<file path="config.mk">
export PLATFORM = sky130hd
export DESIGN_NAME = core_fetch_unit
export DESIGN_NICKNAME = d
export VERILOG_FILES = /design/src/rtl/core_fetch_unit_pkg.sv /design/src/rtl/core_fetch_buf.sv /design/src/rtl/core_fetch_unit.sv
export SDC_FILE = /design/constraint.sdc
export NUM_CORES = 1
export LEC_CHECK = 0
export BUFFER_PORTS_ARGS = -buffer_cell sky130_fd_sc_hd__clkbuf_2
export CAP_MARGIN = 20
export CORE_UTILIZATION = 35
export DETAILED_ROUTE_END_ITERATION = 8
export GPL_TIMING_DRIVEN = 0
export SYNTH_ARGS = -nofsm -noshare
export SYNTH_HDL_FRONTEND = slang
export SYNTH_HIERARCHICAL = 1
export SYNTH_SLANG_ARGS = --single-unit
</file>
<file path="constraint.sdc">
create_clock -name clk -period 4.7 [get_ports clk]
set_input_delay 0.94 -clock clk [delete_from_list [all_inputs] [get_ports clk]]
set_output_delay 0.94 -clock clk [all_outputs]
set_load 0.02 [all_outputs]
</file>
<file path="src/rtl/core_fetch_unit_pkg.sv">
// +----------------------------------------------------------------------------+
// | core_fetch_unit_pkg: shared constants for the xrv32i fetch front end.       |
// | Rev 1.0                                                                     |
// +----------------------------------------------------------------------------+
`default_nettype none

package core_fetch_unit_pkg;

  localparam int          FETCH_DEPTH_DEFAULT = 4;
  localparam logic [31:0] CPU_RST_ADDRESS     = 32'h0000_0000;
  localparam int          INST_BYTES          = 4;
  localparam int          INST_ALIGN_BITS     = 2;
  localparam logic [31:0] INST_ALIGN_MASK     = 32'hFFFF_FFFC;

  function automatic int ptr_width(input int depth);
    return $clog2(depth) + 1;
  endfunction

endpackage

`default_nettype wire

</file>
<file path="src/rtl/core_fetch_buf.sv">
// +----------------------------------------------------------------------------+
// | core_fetch_buf: in-order prefetch buffer with alloc/fill/rd pointers.       |
// | Rev 1.0                                                                     |
// +----------------------------------------------------------------------------+
`default_nettype none

module core_fetch_buf
  import core_fetch_unit_pkg::*;
#(
  parameter int XLEN  = 32,
  parameter int DEPTH = FETCH_DEPTH_DEFAULT,
  localparam int PW   = ptr_width(DEPTH)
) (
  input  logic            clk,
  input  logic            rst,
  input  logic            flush,
  input  logic            alloc_en,
  input  logic [XLEN-1:0] alloc_addr,
  input  logic            fill_en,
  input  logic [XLEN-1:0] fill_data,
  input  logic            pop_en,
  output logic [PW-1:0]   occupancy,
  output logic [PW-1:0]   in_flight,
  output logic            not_empty,
  output logic [XLEN-1:0] rd_addr,
  output logic [XLEN-1:0] rd_data
);

  logic [PW-1:0]   alloc_ptr;
  logic [PW-1:0]   fill_ptr;
  logic [PW-1:0]   rd_ptr;
  logic [XLEN-1:0] addr_mem [DEPTH];
  logic [XLEN-1:0] data_mem [DEPTH];

  always_ff @(posedge clk or negedge rst) begin
    if (!rst) begin
      alloc_ptr <= '0;
      fill_ptr  <= '0;
      rd_ptr    <= '0;
    end else if (flush) begin
      // Everything behind alloc is abandoned; stale data is dropped upstream.
      fill_ptr <= alloc_ptr;
      rd_ptr   <= alloc_ptr;
    end else begin
      if (alloc_en) alloc_ptr <= alloc_ptr + PW'(1);
      if (fill_en)  fill_ptr  <= fill_ptr + PW'(1);
      if (pop_en)   rd_ptr    <= rd_ptr + PW'(1);
    end
  end

  always_ff @(posedge clk) begin
    if (alloc_en) addr_mem[alloc_ptr[PW-2:0]] <= alloc_addr;
    if (fill_en)  data_mem[fill_ptr[PW-2:0]]  <= fill_data;
  end

  assign occupancy = alloc_ptr - rd_ptr;
  assign in_flight = alloc_ptr - fill_ptr;
  assign not_empty = (fill_ptr != rd_ptr);
  assign rd_addr   = addr_mem[rd_ptr[PW-2:0]];
  assign rd_data   = data_mem[rd_ptr[PW-2:0]];

endmodule

`default_nettype wire

</file>
<file path="src/rtl/core_fetch_unit.sv">
// +----------------------------------------------------------------------------+
// | core_fetch_unit: PC generator, credit/drop control and jump flush.          |
// | Optional FETCH_MISALIGN_CHK_EN adds sticky misalign_err_out. Rev 1.0        |
// +----------------------------------------------------------------------------+
`default_nettype none

module core_fetch_unit
  import core_fetch_unit_pkg::*;
#(
  parameter int              XLEN       = 32,
  parameter int              FIFO_DEPTH = FETCH_DEPTH_DEFAULT,
  parameter logic [XLEN-1:0] RST_ADDR   = XLEN'(CPU_RST_ADDRESS)
) (
  input  logic            clk,
  input  logic            rst,
  input  logic            jump_flag_in,
  input  logic [XLEN-1:0] jump_addr_in,
  output logic            rom_req_valid_out,
  input  logic            rom_req_ready_in,
  output logic [XLEN-1:0] rom_addr_out,
  input  logic            rom_rsp_valid_in,
  input  logic [XLEN-1:0] rom_data_in,
  output logic            inst_valid_out,
  input  logic            inst_ready_in,
  output logic [XLEN-1:0] inst_out,
  output logic [XLEN-1:0] inst_addr_out
`ifdef FETCH_MISALIGN_CHK_EN
  ,output logic           misalign_err_out
`endif
);

  localparam int PW = ptr_width(FIFO_DEPTH);

  logic [XLEN-1:0] pc;
  logic [PW-1:0]   drop_cnt;
  logic [PW-1:0]   occupancy;
  logic [PW-1:0]   in_flight;
  logic [PW:0]     used;
  logic            buf_not_empty;
  logic            credit;
  logic            req_fire;
  logic            rsp_fill;
  logic            pop_fire;

  // Stale responses still owed by the ROM consume credit like live entries.
  assign used              = {1'b0, occupancy} + {1'b0, drop_cnt};
  assign credit            = (used < (PW+1)'(FIFO_DEPTH));
  assign rom_req_valid_out = rst & credit & ~jump_flag_in;
  assign rom_addr_out      = pc;
  assign req_fire          = rom_req_valid_out & rom_req_ready_in;
  assign rsp_fill          = rom_rsp_valid_in & ~jump_flag_in & (drop_cnt == '0);
  assign inst_valid_out    = buf_not_empty & ~jump_flag_in;
  assign pop_fire          = inst_valid_out & inst_ready_in;

  always_ff @(posedge clk or negedge rst) begin
    if (!rst) begin
      pc       <= RST_ADDR;
      drop_cnt <= '0;
    end else if (jump_flag_in) begin
      pc       <= {jump_addr_in[XLEN-1:INST_ALIGN_BITS], {INST_ALIGN_BITS{1'b0}}};
      drop_cnt <= drop_cnt + in_flight - PW'(rom_rsp_valid_in);
    end else begin
      if (req_fire) pc <= pc + XLEN'(INST_BYTES);
      if (rom_rsp_valid_in && drop_cnt != '0) drop_cnt <= drop_cnt - PW'(1);
    end
  end

`ifdef FETCH_MISALIGN_CHK_EN
  always_ff @(posedge clk or negedge rst) begin
    if (!rst) misalign_err_out <= 1'b0;
    else if (jump_flag_in && |jump_addr_in[INST_ALIGN_BITS-1:0]) misalign_err_out <= 1'b1;
  end
`else
  logic unused_align_bits;
  assign unused_align_bits = |jump_addr_in[INST_ALIGN_BITS-1:0];
`endif

  core_fetch_buf #(
    .XLEN  (XLEN),
    .DEPTH (FIFO_DEPTH)
  ) u_buf (
    .clk        (clk),
    .rst        (rst),
    .flush      (jump_flag_in),
    .alloc_en   (req_fire),
    .alloc_addr (rom_addr_out),
    .fill_en    (rsp_fill),
    .fill_data  (rom_data_in),
    .pop_en     (pop_fire),
    .occupancy  (occupancy),
    .in_flight  (in_flight),
    .not_empty  (buf_not_empty),
    .rd_addr    (inst_addr_out),
    .rd_data    (inst_out)
  );

endmodule

`default_nettype wire
</file>
Word-level counts from Yosys, hierarchy flattened
Memory sizes are Yosys's and may differ from the RTL's. Index checks and enable logic that the tools add are counted.

Output and inout port bits: 98. Register bits after elaboration: 44. Memories: 2. Input bits: 70. Memory bits (writable): 256. Logic and storage cells: 47.

Magnitude comparators: 1. Bitwise gates (word level): 8. Add/sub/neg operators: 10. Eq/ne operators: 1. Reduce and logical (&&, ||, !) cells: 8. Mux-type cells: 12.

Memory list: u_buf.addr_mem (words 4, width 32, read ports 1, clocked after Yosys merged registers in 0, write ports 1, line core_fetch_buf.sv:32) `logic [XLEN-1:0] addr_mem [DEPTH];`; u_buf.data_mem (words 4, width 32, read ports 1, clocked after Yosys merged registers in 0, write ports 1, line core_fetch_buf.sv:33) `logic [XLEN-1:0] data_mem [DEPTH];`.

Operators by type and width (number): 32-bit 2-to-1 mux (2); 32-bit by 3-bit adder with 32-bit output, second input constant (1); 3-bit 2-to-1 mux (6); 3-bit by 1-bit adder with 3-bit output, second input constant (3); 2-bit nonzero test (4); 1-bit AND (7); 3-bit subtractor (2); 3-bit by 3-bit adder with 4-bit output (1); 4-bit by 3-bit < comparator with 1-bit output, second input constant (1); 1-bit 2-to-1 mux (4); 3-bit adder (1); 3-bit logical NOT (1); 3-bit inequality test (1); 3-bit nonzero test (1); 3-bit by 1-bit subtractor with 3-bit output (1); 3-bit by 1-bit subtractor with 3-bit output, second input constant (1); 2-bit AND reduction (1); 1-bit logical AND (1); 1-bit inverter (1).

Logic depth before layout (Yosys ltp)
Word-level depth: 8. Gate-level depth with buffers: 13. Gate-level depth less buffers: 12.

Modules after synthesis
The synthesis kept the hierarchy.

Modules (own cells, without submodules): core_fetch_buf (area each 9958.3 µm², sequential area each 7912.6 µm², cells an instance 401, instances 1); core_fetch_unit (area each 2212.1 µm², sequential area each 825.8 µm², cells an instance 245, instances 1).

Worst setup path before layout
Ideal clock, no wire load.

Kind: flip-flop to flip-flop. Start point: reg u_buf.alloc_ptr[0]. End point: mem u_buf.addr_mem[0][0] (enable). Cell stages (with the launch flop): 12. Arrival time: 3.138 ns. Data required time: 4.308 ns. Path slack: 1.170 ns. Library setup time: 0.392 ns. Period minus slack after synthesis: 3.530 ns. Path buffers: 1. Cells stage by stage: dfrtp_1 > inv_1 > ha_1 > fa_1 > xnor2_1 > xnor2_1 > ha_1 > and2b_2 > nand4_4 > clkinv_2 > buf_2 > and2_1.

Cells in the longest elaborated chain, start to end: 8.

RTL lines: start: declaration (line core_fetch_buf.sv:29) `logic [PW-1:0] alloc_ptr;`; start signal: assignment (line core_fetch_buf.sv:45) `if (alloc_en) alloc_ptr <= alloc_ptr + PW'(1);`; 3-bit subtractor (line core_fetch_buf.sv:56) `assign occupancy = alloc_ptr - rd_ptr;`; named net occupancy[2] (line core_fetch_unit.sv:36) `logic [PW-1:0] occupancy;`; 3-bit by 3-bit adder with 4-bit output (line core_fetch_unit.sv:46) `assign used = {1'b0, occupancy} + {1'b0, drop_cnt};`; 4-bit by 3-bit < comparator with 1-bit output (line core_fetch_unit.sv:47) `assign credit = (used < (PW+1)'(FIFO_DEPTH));`; 1-bit AND (2 in series) (line core_fetch_unit.sv:48) `assign rom_req_valid_out = rst & credit & ~jump_flag_in;`; 1-bit AND (line core_fetch_unit.sv:50) `assign req_fire = rom_req_valid_out & rom_req_ready_in;`; named net req_fire (line core_fetch_unit.sv:41) `logic req_fire;`; 1-bit 2-to-1 mux (line core_fetch_buf.sv:52) `if (alloc_en) addr_mem[alloc_ptr[PW-2:0]] <= alloc_addr;`; 1-bit 2-to-1 mux (implied by the code) (line core_fetch_buf.sv:52); end: declaration (line core_fetch_buf.sv:32).

The timed path passes the listed nets, and every way through them passes these cells.

Worst setup path in the final report
Start point: reg u_buf.alloc_ptr[0]. End point: mem u_buf.addr_mem[3][24] (enable).

Same word-level chain as after synthesis.

==> impl_metrics.csv <==
group,metric,value,unit
outcome,outcome,"finished clean",
synthesis,synth-adder-area-share,2.447,%
clock_network,path_clk_slew,0.06,ns
routing,wl_per_cell,20.56,µm
sta,min_period,3.901,ns
sta,rsz0062_at_grt,"no",
place,place.gp.congestion,0.7636,
sta,worst_slew_pin_slew,0.8435,ns
clock_network,insertion_delay,0.52,ns
pwr,power.total,8.477,mW
floorplanning,die_w,188.5,µm
global_route,grt_pass1_vias,6938,
layout,design_area,14920,µm²
floorplanning,core,33870,µm²
worst_setup_path,end_kind,"flip-flop",
synthesis,yosys_warnings,6,
routing,routed_wl,27510,µm
synthesis,seq_area_frac_synth,71.80,%
global_route,grt_pass1_wl,42280,µm
clock_network,cts_buffers,34,
worst_setup_path,ff2ff_path_depth,12,
clock_network,cts_resized,0,
clock_network,cts.path.max_buffers,3,
place,io_buffers,163,
sta,period_share,82.99,%
pwr,p_per_area,568.1,nW/µm²
routing,wl_met3,1132,µm
synthesis,synth-xor-area-share,1.439,%
worst_setup_path,cp.arrival,4.11,ns
layout,final_cell_mix,"256 x edfxtp_1, 163 x clkbuf_2, 64 x mux4_2, 42 x dfrtp_1, 38 x nand2_1",
synthesis,synth_compound_area_share,3.331,%
global_route,grt_antenna_before_repair,1,
synthesis,synthMuxAreaShare,12.93,%
worst_setup_path,worstPathRequired,4.91,ns
sta,max_slew_margin,42.98,%
clock_network,cts_max_level,2,
worst_setup_path,r2r_slack,0.80,ns
clock_network,cts_tree,"built",
pwr,p_leak,5.447,nW
routing,drt-pass1-iter-count,5,
layout,final_common_cell,"edfxtp_1",
layout,area_growth,22.61,%
synthesis,synth_top_family_by_area,"multiplexers",
routing,first_iter_violations,433,
global_route,grt_usage,15.69,%
layout,postLayoutCoreUtil,44.06,%
sta,final_hold_viol_count,0,
worst_setup_path,worst-path-max-fanout,17,
routing,met1Wirelength,12130,µm
clock_network,post-cts-setup-buffers,0,
flow_run,drv_cap,0,
layout,post_route_cells_drive_above_1_share,37.12,%
floorplanning,die_h,188.5,µm
place,place_area,13810,µm²
routing,drc_errors,0,
routing,highest_layer,"met4",
synthesis,synthFlopType,"edfxtp_1",
floorplanning,start_util,35.94,%
clock_network,cts_root_buf,"clkbuf_16",
global_route,overflow,0,
sta,setup_tns,0,ns
layout,final_cells,1338,
layout,nNetsFinal,956,
place,place_hpwl,18430,µm
sta,setup_viol,0,
floorplanning,rows,67,
synthesis,syn_inst,646,
worst_setup_path,regToRegStartpoint,"u_buf/alloc_ptr[0]",
place,dp_cells,1276,
synthesis,synth-async-reset-ratio,14.09,%
floorplanning,fp.dieArea,35520,µm²
synthesis,synth_edf_count,256,
worst_setup_path,critPathLaunchType,"flip-flop",
sta,final_max_slew_viol_count,0,
synthesis,avgSynthCellArea,18.84,µm²
worst_setup_path,critPathKind,"flip-flop to flip-flop",
pwr,ir_worst_vdd,0.2240,mV
routing,wl_met2,13540,µm
synthesis,yosysUniqueCellTypes,65,
routing,num_vias,6652,
sta,finalClockSkew,0.02364,ns
synthesis,ys_ff_latch,298,
clock_network,cts_hold_buf,0,
synthesis,yosys.area_share.simple,5.695,%
clock_network,cts_sinks,298,
min_path,hold_path_class,"primary input to asynchronous set/reset pin",
global_route,grt_max_degree,33,
floorplanning,io-pin-count,168,
synthesis,synthesis.area,12170,µm²
worst_setup_path,r2r-end,"u_buf/addr_mem[3][24]",
sta,max_freq,256.4,MHz
routing,postRouteAntennaNets,0,
routing,viasPerCell,4.972,
[worst max-delay path, stage by stage (launching register included)]
cell and delay, ns:
dfrtp_1 0.37, inv_1 0.16, ha_1 0.25, fa_1 0.37, xnor2_1 0.18, xnor2_1 0.15
ha_1 0.25, and2b_2 0.24, nand4_4 0.23, clkinv_2 0.22, buf_2 0.34, and2_2 0.58
buf_16 0.23
[metrics by stage]
stage                     hold WS [ns]  setup WS [ns]
after global placement          0.5329        -0.3119
after floorplan                 0.4890          1.170
after detailed placement        0.5436         0.7308
final                           0.3258         0.7995
after global routing            0.3298         0.5500
after CTS                       0.3176         0.7203
[report_power, final]
part,internal [mW],switching [mW],total (mW)
clock network,1.56,1.05,2.61
registers,3.11,0.201,3.31
logic,1.09,1.46,2.55
total,5.77,2.71,8.48
[routing by layer]
| metal | track usage [%] | vias to the layer above |
|---|---|---|
| li1 | - | 3017 |
| met1 | 21.58 | 3430 |
| met2 | 25.37 | 154 |
| met3 | 2.496 | 51 |
| met4 | 5.304 | 0 |
| met5 | 0 | - |
[how the worst max path moves through the flow]
stage | from | endpoint | slack [ns] | cells past startpoint
detailed placement | u_buf/alloc_ptr[0] | u_buf/addr_mem[2][18] | 0.73 | 12
finish | u_buf/alloc_ptr[0] | u_buf/addr_mem[3][24] | 0.80 | 12
global route | u_buf/alloc_ptr[0] | u_buf/addr_mem[3][31] | 0.55 | 12
global placement | rst | u_buf/addr_mem[3][18] | -0.31 | 6
CTS | u_buf/alloc_ptr[0] | u_buf/addr_mem[2][24] | 0.72 | 12
floorplan | u_buf/alloc_ptr[0] | u_buf/addr_mem[0][0] | 1.17 | 11
[flip-flops by register name, summed over array words and instances, names as in the netlist]
signal           count
u_buf/fill_ptr       3
u_buf/alloc_ptr      3
u_buf/addr_mem     128
u_buf/data_mem     128
rom_addr_out        30
drop_cnt             3
u_buf/rd_ptr         3
[Yosys cell counts (all sizes together), types with 5 or more instances]
master / instances / area, µm²
clkbuf: 5 / 28.77
o21ai: 18 / 90.09
nand2: 38 / 142.6
mux4: 64 / 1441
nand4: 9 / 71.32
nor2: 10 / 45.04
dfrtp: 42 / 1051
buf: 23 / 170.2
ha: 19 / 237.7
a221o: 7 / 70.07
and3: 6 / 38.79
inv: 21 / 78.83
edfxtp: 256 / 7687
xnor2: 16 / 140.1
mux2i: 11 / 110.1
and2: 13 / 82.59
nand3: 17 / 102.6
o211ai: 7 / 52.55
[cells by family (layout without fill, tap and decap cells)]
| group | Yosys count | in the layout |
|---|---|---|
| flip-flops | 298 | 298 |
| AND/OR/NAND/NOR | 121 | 121 |
| multiplexers | 77 | 77 |
| AO/OA/AOI/OAI | 57 | 57 |
| buffers and inverters | 50 | 284 |
| adder cells (fa/ha/maj) | 22 | 22 |
| XOR/XNOR | 20 | 20 |
| other | 1 | 11 |
[cell type report]
| cell class | count | area (µm²) |
|---|---|---|
| Inverter | 22 | 83.83 |
| Clock buffer | 47 | 930.9 |
| Multi-Input combinational cell | 307 | 3193 |
| Fill cell | 3015 | 18950 |
| Sequential cell | 298 | 8738 |
| Clock inverter | 14 | 175.2 |
| Timing Repair Buffer | 173 | 1039 |
| Antenna cell | 1 | 2.502 |
| Tap cell | 448 | 560.5 |
| Buffer | 28 | 198.9 |
Note: power is estimated with default switching activity, not from simulation.
